[src/rtl/mac_pkg.sv]
// Shared definitions for the GMII receive MAC.
package mac_pkg;

  typedef enum logic [2:0] {
    ST_IDLE,
    ST_PRE,
    ST_DATA,
    ST_DROP,
    ST_DONE
  } state_e;

  localparam logic [7:0]  PREAMBLE_BYTE = 8'h55;
  localparam logic [7:0]  SFD_BYTE      = 8'hD5;
  localparam logic [31:0] CRC_POLY      = 32'h04C1_1DB7;
  localparam logic [31:0] CRC_INIT      = 32'hFFFF_FFFF;
  localparam logic [31:0] CRC_RESIDUE   = 32'hC704_DD7B;
  localparam logic [47:0] BCAST_MAC     = 48'hFFFF_FFFF_FFFF;

  localparam int unsigned LEN_W = 11;

  // Bit positions inside o_err = {overflow, len, crc, rxer}
  localparam int unsigned ERR_RXER = 0;
  localparam int unsigned ERR_CRC  = 1;
  localparam int unsigned ERR_LEN  = 2;
  localparam int unsigned ERR_OVF  = 3;

endpackage

[src/rtl/mac_rx_crc32_d8.sv]
// Byte-wide Ethernet CRC-32 register. Register is kept in MSB-first form
// with data bits fed LSB first, so a clean frame+FCS leaves CRC_RESIDUE.
module crc32_d8
  import mac_pkg::*;
(
  input  logic        clk_i,
  input  logic        rst_i,
  input  logic        clr_i,
  input  logic        en_i,
  input  logic [7:0]  data_i,
  output logic [31:0] crc_o
);

  logic [31:0] crc_q;
  logic [31:0] crc_d;
  logic [31:0] work;

  // Next-state: clear has priority, otherwise fold in one byte when enabled
  always_comb begin
    crc_d = crc_q;
    work  = crc_q;
    if (clr_i) begin
      crc_d = CRC_INIT;
    end else if (en_i) begin
      for (int unsigned i = 0; i < 8; i++) begin
        if (work[31] ^ data_i[i]) begin
          work = {work[30:0], 1'b0} ^ CRC_POLY;
        end else begin
          work = {work[30:0], 1'b0};
        end
      end
      crc_d = work;
    end
  end

  // CRC state register
  always_ff @(posedge clk_i or posedge rst_i) begin
    if (rst_i) begin
      crc_q <= CRC_INIT;
    end else begin
      crc_q <= crc_d;
    end
  end

  assign crc_o = crc_q;

endmodule

[src/rtl/mac_rx.sv]
// GMII receive MAC: strips preamble/SFD, writes frame bytes into a circular
// buffer, checks CRC-32, commits good frames and rolls back bad ones.
// Optional destination-address filter: define MAC_RX_ADDR_FILTER_EN.
module mac_rx
  import mac_pkg::*;
#(
  parameter int unsigned ADDR_WIDTH = 11,
  parameter int unsigned MIN_FRAME  = 64,
  parameter int unsigned MAX_FRAME  = 1518
) (
  input  logic                  i_gclk,
  input  logic                  i_rst,
`ifdef MAC_RX_ADDR_FILTER_EN
  input  logic [47:0]           i_mac_addr,
`endif
  input  logic                  i_eth_rxdv,
  input  logic                  i_eth_rxer,
  input  logic [7:0]            i_eth_rxd,
  input  logic [ADDR_WIDTH-1:0] i_rd_addr,
  output logic                  o_wr_en,
  output logic [ADDR_WIDTH-1:0] o_wr_addr,
  output logic [7:0]            o_wr_data,
  output logic                  o_frame_valid,
  output logic                  o_frame_good,
  output logic [ADDR_WIDTH-1:0] o_frame_st,
  output logic [ADDR_WIDTH-1:0] o_frame_ed,
  output logic [LEN_W-1:0]      o_frame_len,
  output logic [3:0]            o_err
);

  state_e                state_q;
  logic [ADDR_WIDTH-1:0] wr_ptr_q;
  logic [ADDR_WIDTH-1:0] commit_q;
  logic [ADDR_WIDTH-1:0] st_q;
  logic [LEN_W-1:0]      count_q;
  logic [3:0]            flags_q;

  logic                  wr_en_q;
  logic [ADDR_WIDTH-1:0] wr_addr_q;
  logic [7:0]            wr_data_q;
  logic                  frame_valid_q;
  logic                  frame_good_q;
  logic [ADDR_WIDTH-1:0] frame_st_q;
  logic [ADDR_WIDTH-1:0] frame_ed_q;
  logic [LEN_W-1:0]      frame_len_q;
  logic [3:0]            err_q;

  logic [ADDR_WIDTH-1:0] ptr_nxt;
  logic [ADDR_WIDTH-1:0] good_end;
  logic [ADDR_WIDTH-1:0] frame_ed_d;
  logic                  pre_sfd;
  logic                  byte_ok;
  logic [3:0]            done_flags;
  logic                  addr_reject;
  logic [31:0]           crc_val;

`ifdef MAC_RX_ADDR_FILTER_EN
  logic                  ucast_q;
  logic                  bcast_q;
  logic [7:0]            mac_byte;

  // Destination byte expected at the current DATA index, first byte = [47:40]
  always_comb begin
    mac_byte = '0;
    case (count_q[2:0])
      3'd0:    mac_byte = i_mac_addr[47:40];
      3'd1:    mac_byte = i_mac_addr[39:32];
      3'd2:    mac_byte = i_mac_addr[31:24];
      3'd3:    mac_byte = i_mac_addr[23:16];
      3'd4:    mac_byte = i_mac_addr[15:8];
      3'd5:    mac_byte = i_mac_addr[7:0];
      default: mac_byte = '0;
    endcase
  end
`endif

  // Datapath decode for the current cycle
  always_comb begin
    ptr_nxt    = wr_ptr_q + 1'b1;
    good_end   = st_q + ADDR_WIDTH'(count_q) - ADDR_WIDTH'(4);
    frame_ed_d = st_q + ADDR_WIDTH'(count_q) - ADDR_WIDTH'(5);
    pre_sfd    = (state_q == ST_PRE) && i_eth_rxdv && !i_eth_rxer &&
                 (i_eth_rxd == SFD_BYTE);
    byte_ok    = (state_q == ST_DATA) && i_eth_rxdv && !i_eth_rxer &&
                 (count_q != LEN_W'(MAX_FRAME)) && (ptr_nxt != i_rd_addr);
  end

  // End-of-frame verdict; an abort reason from DATA is reported on its own,
  // CRC and runt checks only apply to frames that ended normally
  always_comb begin
    done_flags = flags_q;
    if (flags_q == '0) begin
      done_flags[ERR_CRC] = (crc_val != CRC_RESIDUE);
      done_flags[ERR_LEN] = (count_q < LEN_W'(MIN_FRAME));
    end
  end

  // Address filter verdict
  always_comb begin
    addr_reject = 1'b0;
`ifdef MAC_RX_ADDR_FILTER_EN
    addr_reject = !(ucast_q || bcast_q);
`endif
  end

  crc32_d8 u_crc (
    .clk_i  (i_gclk),
    .rst_i  (i_rst),
    .clr_i  (pre_sfd),
    .en_i   (byte_ok),
    .data_i (i_eth_rxd),
    .crc_o  (crc_val)
  );

  // Receive FSM with registered buffer-write and frame-report outputs
  always_ff @(posedge i_gclk or posedge i_rst) begin
    if (i_rst) begin
      state_q       <= ST_IDLE;
      wr_ptr_q      <= '0;
      commit_q      <= '0;
      st_q          <= '0;
      count_q       <= '0;
      flags_q       <= '0;
      wr_en_q       <= 1'b0;
      wr_addr_q     <= '0;
      wr_data_q     <= '0;
      frame_valid_q <= 1'b0;
      frame_good_q  <= 1'b0;
      frame_st_q    <= '0;
      frame_ed_q    <= '0;
      frame_len_q   <= '0;
      err_q         <= '0;
`ifdef MAC_RX_ADDR_FILTER_EN
      ucast_q       <= 1'b0;
      bcast_q       <= 1'b0;
`endif
    end else begin
      wr_en_q       <= 1'b0;
      frame_valid_q <= 1'b0;
      case (state_q)
        ST_IDLE: begin
          if (i_eth_rxdv && (i_eth_rxd == PREAMBLE_BYTE)) begin
            state_q <= ST_PRE;
          end
        end
        ST_PRE: begin
          if (pre_sfd) begin
            state_q  <= ST_DATA;
            st_q     <= commit_q;
            wr_ptr_q <= commit_q;
            count_q  <= '0;
            flags_q  <= '0;
`ifdef MAC_RX_ADDR_FILTER_EN
            ucast_q  <= 1'b1;
            bcast_q  <= 1'b1;
`endif
          end else if (!(i_eth_rxdv && !i_eth_rxer &&
                         (i_eth_rxd == PREAMBLE_BYTE))) begin
            state_q <= ST_IDLE;
          end
        end
        ST_DATA: begin
          if (!i_eth_rxdv) begin
            state_q <= ST_DONE;
          end else if (i_eth_rxer) begin
            flags_q[ERR_RXER] <= 1'b1;
            state_q           <= ST_DROP;
          end else if (count_q == LEN_W'(MAX_FRAME)) begin
            flags_q[ERR_LEN] <= 1'b1;
            state_q          <= ST_DROP;
          end else if (ptr_nxt == i_rd_addr) begin
            flags_q[ERR_OVF] <= 1'b1;
            state_q          <= ST_DROP;
          end else begin
            wr_en_q   <= 1'b1;
            wr_addr_q <= wr_ptr_q;
            wr_data_q <= i_eth_rxd;
            wr_ptr_q  <= ptr_nxt;
            count_q   <= count_q + 1'b1;
`ifdef MAC_RX_ADDR_FILTER_EN
            if (count_q < LEN_W'(6)) begin
              ucast_q <= ucast_q && (i_eth_rxd == mac_byte);
              bcast_q <= bcast_q && (i_eth_rxd == BCAST_MAC[7:0]);
            end
`endif
          end
        end
        ST_DROP: begin
          if (!i_eth_rxdv) begin
            state_q <= ST_DONE;
          end
        end
        ST_DONE: begin
          state_q <= ST_IDLE;
          if (addr_reject) begin
            wr_ptr_q <= commit_q;
          end else begin
            frame_valid_q <= 1'b1;
            frame_good_q  <= (done_flags == '0);
            err_q         <= done_flags;
            frame_st_q    <= st_q;
            frame_ed_q    <= frame_ed_d;
            frame_len_q   <= count_q - LEN_W'(4);
            if (done_flags == '0) begin
              commit_q <= good_end;
              wr_ptr_q <= good_end;
            end else begin
              wr_ptr_q <= commit_q;
            end
          end
        end
        default: state_q <= ST_IDLE;
      endcase
    end
  end

  assign o_wr_en       = wr_en_q;
  assign o_wr_addr     = wr_addr_q;
  assign o_wr_data     = wr_data_q;
  assign o_frame_valid = frame_valid_q;
  assign o_frame_good  = frame_good_q;
  assign o_frame_st    = frame_st_q;
  assign o_frame_ed    = frame_ed_q;
  assign o_frame_len   = frame_len_q;
  assign o_err         = err_q;

endmodule

[config.mk]
export PLATFORM = sky130hd
export DESIGN_NAME = mac_rx
export DESIGN_NICKNAME = d
export VERILOG_FILES = /design/src/rtl/mac_pkg.sv /design/src/rtl/mac_rx_crc32_d8.sv /design/src/rtl/mac_rx.sv
export SDC_FILE = /design/constraint.sdc
export NUM_CORES = 1
export LEC_CHECK = 0
export CAP_MARGIN = 25
export CORE_UTILIZATION = 58
export CTS_CLUSTER_SIZE = 16
export DETAILED_ROUTE_END_ITERATION = 8
export PLACE_DENSITY = 0.86
export RECOVER_POWER = 50
export SYNTH_ARGS = -nofsm -noshare
export SYNTH_HDL_FRONTEND = slang
export SYNTH_SLANG_ARGS = --single-unit
export TNS_END_PERCENT = 10
[constraint.sdc]
create_clock -name i_gclk -period 5.5 [get_ports i_gclk]
set_input_delay 0.825 -clock i_gclk [delete_from_list [all_inputs] [get_ports i_gclk]]
set_output_delay 0.825 -clock i_gclk [all_outputs]
set_load 0.02 [all_outputs]
# Yosys cells after proc, flatten, opt, wreduce, memory -nomap -nowiden
# Index checks and enable logic that the tools add are counted.
# classes
add_sub_neg	6
n_lt_le_gt_ge	1
eq_ne	23
mux	63
bitwise	19
reduce_logical	25
# ops
op	n
two-way mux 32 bit	16
two-way mux 27 bit	8
two-way mux 11 bit	11
NOT 14 bit	8
case mux 11 bit (3 select lines)	1
subtractor 11 x 3 -> 11 bit (second input constant)	3
!= test 32 bit (second input constant)	1
two-way mux 3 bit	8
adder 11 x 1 -> 11 bit (second input constant)	2
case mux 11 bit (2 select lines)	1
AND reduction 6 bit	3
!= test 2 bit (second input constant)	8
case mux 3 bit (4 select lines)	1
adder 11 bit	1
equality test 11 bit	1
equality test 11 bit (second input constant)	1
< comparator 11 x 7 -> 1 bit (second input constant)	1
two-way mux 1 bit	11
!= test 11 bit	1
!= test 11 bit (second input constant)	1
logical AND 1 bit	10
AND reduction 5 bit	2
equality test 8 x 7 -> 1 bit (second input constant)	1
equality test 8 bit (second input constant)	1
19 further kinds	35
# word_totals
regBits	141
input_bits	23
out_inout_bits	59
elab_cells	155

# Logic depth before layout (Yosys ltp)
# depth
depth_word	35
depth_mapped	12
mapped_depth_nobuf	12

# Hierarchy
# A second synthesis with hierarchy kept.
# unflattened
hier_cells	856
area_unflattened_um2	8110.3
# by_module_without_submodules
mod	n_inst	cells_each	area_each_um2	seq_area_each_um2
mac_rx	1	676	6149.6	2727.6
crc32_d8	1	180	1960.6	840.8

# Worst setup path before layout
# No wires, ideal clock.
# synth_path
kind	register to register
start	register count_q[0]
end	register wr_ptr_q[9]
setup_ns	0.082
t_arrival_ns	2.494
required_time_ns	5.418
path_slack_ns	2.924
path_stages_with_launch	12
path_buffers	0
synth_period_minus_slack_ns	2.576
cell_sequence	dfrtp_1 > ha_1 > inv_1 > fa_1 > nor2b_1 > o21ai_1 > a21bo_2 > a21oi_1 > and4bb_2 > xnor2_1 > a21o_1 > a31oi_1
# synth_between
elab_chain_cells	5
word_cells_on_any_way	10
classes_between	add/sub: 2; order compare: 1; eq/ne: 2; mux: 3; reduce/logical: 2
# synth_lines
item	line	rtl
from (decl)	mac_rx.sv:35	logic [LEN_W-1:0] count_q;
from (signal assigned)	mac_rx.sv:179	count_q <= count_q + 1'b1;
branches (longest 5 deep; another with adder 11 bit)	n/a	
to (signal assigned)	mac_rx.sv:150	wr_ptr_q <= commit_q;
to (signal assigned)	mac_rx.sv:206	wr_ptr_q <= good_end;
to (signal assigned)	mac_rx.sv:208	wr_ptr_q <= commit_q;
to (decl)	mac_rx.sv:32	logic [ADDR_WIDTH-1:0] wr_ptr_q;
# Parallel ways; which one is timed is not known.
# A chain may end at the register's enable or synchronous reset.

==> impl_metrics.ini <==
[cts]
post-cts-setup-buffers = 0
cts_hold_buf = 0
cts_max_path_buffers = 2
cts_tree = built
ctsResizeCount = 0
cts_made_buffers = 17
clk_pin_slew_worst_paths_ns = 0.06
worst_skew_pair.late_latency_ns = 0.43
cts_root_buf = clkbuf_16
cts_sinks = 141
htree_levels = 4

[synth]
synth_top_cells_by_count = nand2_1, dfrtp_1, nor2_1, xnor2_1, a21oi_1
ys_warn_count = 0
synthTopCellsByArea = dfrtp_1, dfstp_2, xnor2_1
syn-num-nets = 933
syn_avg_cell_area_um2 = 8.89
synthesis.area_um2 = 7920
netlist_instances = 891
synth_top_flop_cell = dfrtp_1
synth_top_area_cell = dfrtp_1
synthMostInstantiatedCell = nand2_1
synthArstFlopShare = 1.00
ys_seq_area_frac = 0.450
synth-edff-count = 0
ys_ff_latch = 141
synth_top_area_frac = 0.344
yosys.cell_types.count = 70

[floorplanning]
rows = 42
num_io_pins = 82
dieHeight_um = 119
die_w_um = 119
dieArea_um2 = 14100
core_um2 = 13300
initial_core_util = 0.596

[cells_and_area]
diodes = 0
num-nets-final = 997
num-fill-cells = 999
drive_gt1_frac = 0.0961
area_delta_synth_final_pct = 18.6
finalNonFillerCells = 1144

[sta]
fin_crit_ns = 4.12
fin_setup_tns_ns = 0
clock_skew_ns = 0.00933
period_share = 0.749
maxSlewHeadroom = -1.21
worst_pin_slew_ns = 3.32
finalSetupViolations = 0
max_freq_mhz = 243
finalHoldViolations = 0
rsz0062_at_grt = false
slew_violations = 153
worst_slack_ns = 1.38

[placed_design]
numPlacedInstances = 1112
portBuffers = 81
dp_slack_ns = 1.26
gp_congestion = 0.941
hpwl_um = 12800

[grt]
grt_usage = 0.283
overflow = 0
grt_pass1_wl_um = 31600
grt_pass1_vias = 6346
grt_max_degree = 91
antenna_found_initial = 0

[worst_setup_path]
critPathCaptureType = asynchronous set/reset pin
worst_ep_arrival_time_ns = 4.63
crit_type = input pin to asynchronous set/reset pin
start_kind = input pin
path_max_fanout = 90
cp.required_ns = 6.01

[drt]
vias = 6615
first_pass_iters = 6
drc_errors = 0
vias_per_cell = 5.78
drt_iter0_markers = 725
wire_per_inst_um = 16.5
ant_nets = 0
finalWirelength_um = 18900

[job]
max-cap-violations = 2

[power]
p_sw_uw = 755
p_leak_uw = 0.00436
combPwrFrac = 0.164
powerDensity_nw_per_um2 = 295
p_int_uw = 2010
p_seq_frac = 0.417
p_sw_frac = 0.273
ir_drop_mv = 0.226
pwr-share-clk = 0.419

[run_status]
status = finished with violations
violations = max-capacitance violations, max-slew violations

[hold_path]
min-delay-path-class = flop to flop
-- metal layers --
layer  part of all wire  global-route usage  up-vias
met3              0.079              0.0623       30
met4              0.020               0.104        0
met5                  0                   0        -
met2               0.46               0.431      288
li1                   -                   -     3152
met1               0.44               0.400     3145
-- cells by family (layout without fill, tap and decap cells) --
| logic type | Yosys count | count (layout) | share of synthesized area |
|---|---|---|---|
| adders and majority gates | 19 | 19 | 0.0310 |
| and+or+nand+nor | 385 | 385 | 0.215 |
| muxes | 6 | 6 | 0.00821 |
| DFF | 141 | 141 | 0.450 |
| buffers and inverters | 61 | 138 | 0.0368 |
| xor gates and xnor gates | 120 | 120 | 0.136 |
| AOI/OAI and AO/OA | 159 | 159 | 0.124 |
-- state kept, by name, summed over array words and instances (netlist names), 8 cells and up --
register     flops
o_wr_data        8
o_frame_st      11
st_q            11
count_q         11
commit_q        11
wr_ptr_q        11
o_frame_len     11
o_frame_ed      11
u_crc.crc_o     32
o_wr_addr       11
-- power groups by stage --
stage | Sequential, µW | Combinational, µW | Clock, µW
after global routing | 1160 | 493 | 1210
after floorplan | 1180 | 311 | 0
after CTS | 1150 | 462 | 1170
after global placement | 1170 | 449 | 0
after detailed placement | 1170 | 455 | 0
final | 1150 | 454 | 1160
-- per-stage QoR --
step / util / cell area [µm²] / total power [µW] / hold WS [ns]
after global placement: 0.662 / 8800 / 1620 / 0.453
final: 0.706 / 9390 / 2770 / 0.468
after floorplan: - / 7920 / 1490 / 0.455
after detailed placement: 0.662 / 8800 / 1630 / 0.461
after global routing: 0.706 / 9390 / 2870 / 0.488
after CTS: 0.707 / 9410 / 2780 / 0.477
-- layout make-up --
type / count / area (µm²) / area share
clock buffer: 20 / 467 / 0.0497
clock inverter: 12 / 138 / 0.0147
inverter: 16 / 60.1 / 0.00639
multi-input combinational: 689 / 4070 / 0.433
sequential: 141 / 3570 / 0.380
tap: 176 / 220 / 0.0234
timing repair buffer: 90 / 871 / 0.0927
-- layout by cell type, fill, tap and decap left out, types with 5 or more instances in the layout --
cell type / count
nand3_1: 19
xor2_1: 27
clkinv_4: 5
a21oi_1: 55
and3_1: 6
mux2i_1: 5
nor3_1: 10
xnor2_1: 90
nand4_1: 8
ha_1: 18
a21o_1: 8
dfrtp_1: 109
dfstp_2: 32
clkdlybuf4s50_1: 30
a31oi_1: 12
or4_1: 5
dlygate4sd3_1: 51
nor4_1: 5
o31ai_1: 6
inv_1: 14
clkbuf_16: 17
nor2_1: 90
buf_4: 7
nand2_1: 206
o21ai_0: 37
o211ai_1: 9
-- critical path, stage by stage --
cell,delay (ns)
dlygate4sd3_1,0.55
inv_1,2.32
buf_4,0.85
-- path summary, 6_finish.rpt --
path / end / depth (start not counted) / slack, ns / startpoint
max in group i_gclk: wr_ptr_q[3] / 9 / 1.44 / state_q[1]
worst max register to register: wr_ptr_q[3] / 9 / 1.44 / state_q[1]
min in group asynchronous: count_q[7] / 2 / 2.07 / i_rst
worst min-delay path: o_frame_ed[10] / 2 / 0.47 / o_frame_ed[10]
worst min register to register: o_frame_ed[10] / 2 / 0.47 / o_frame_ed[10]
worst max-delay path: o_wr_data[2] / 3 / 1.38 / i_rst
Power figures use the tool's default switching activity.
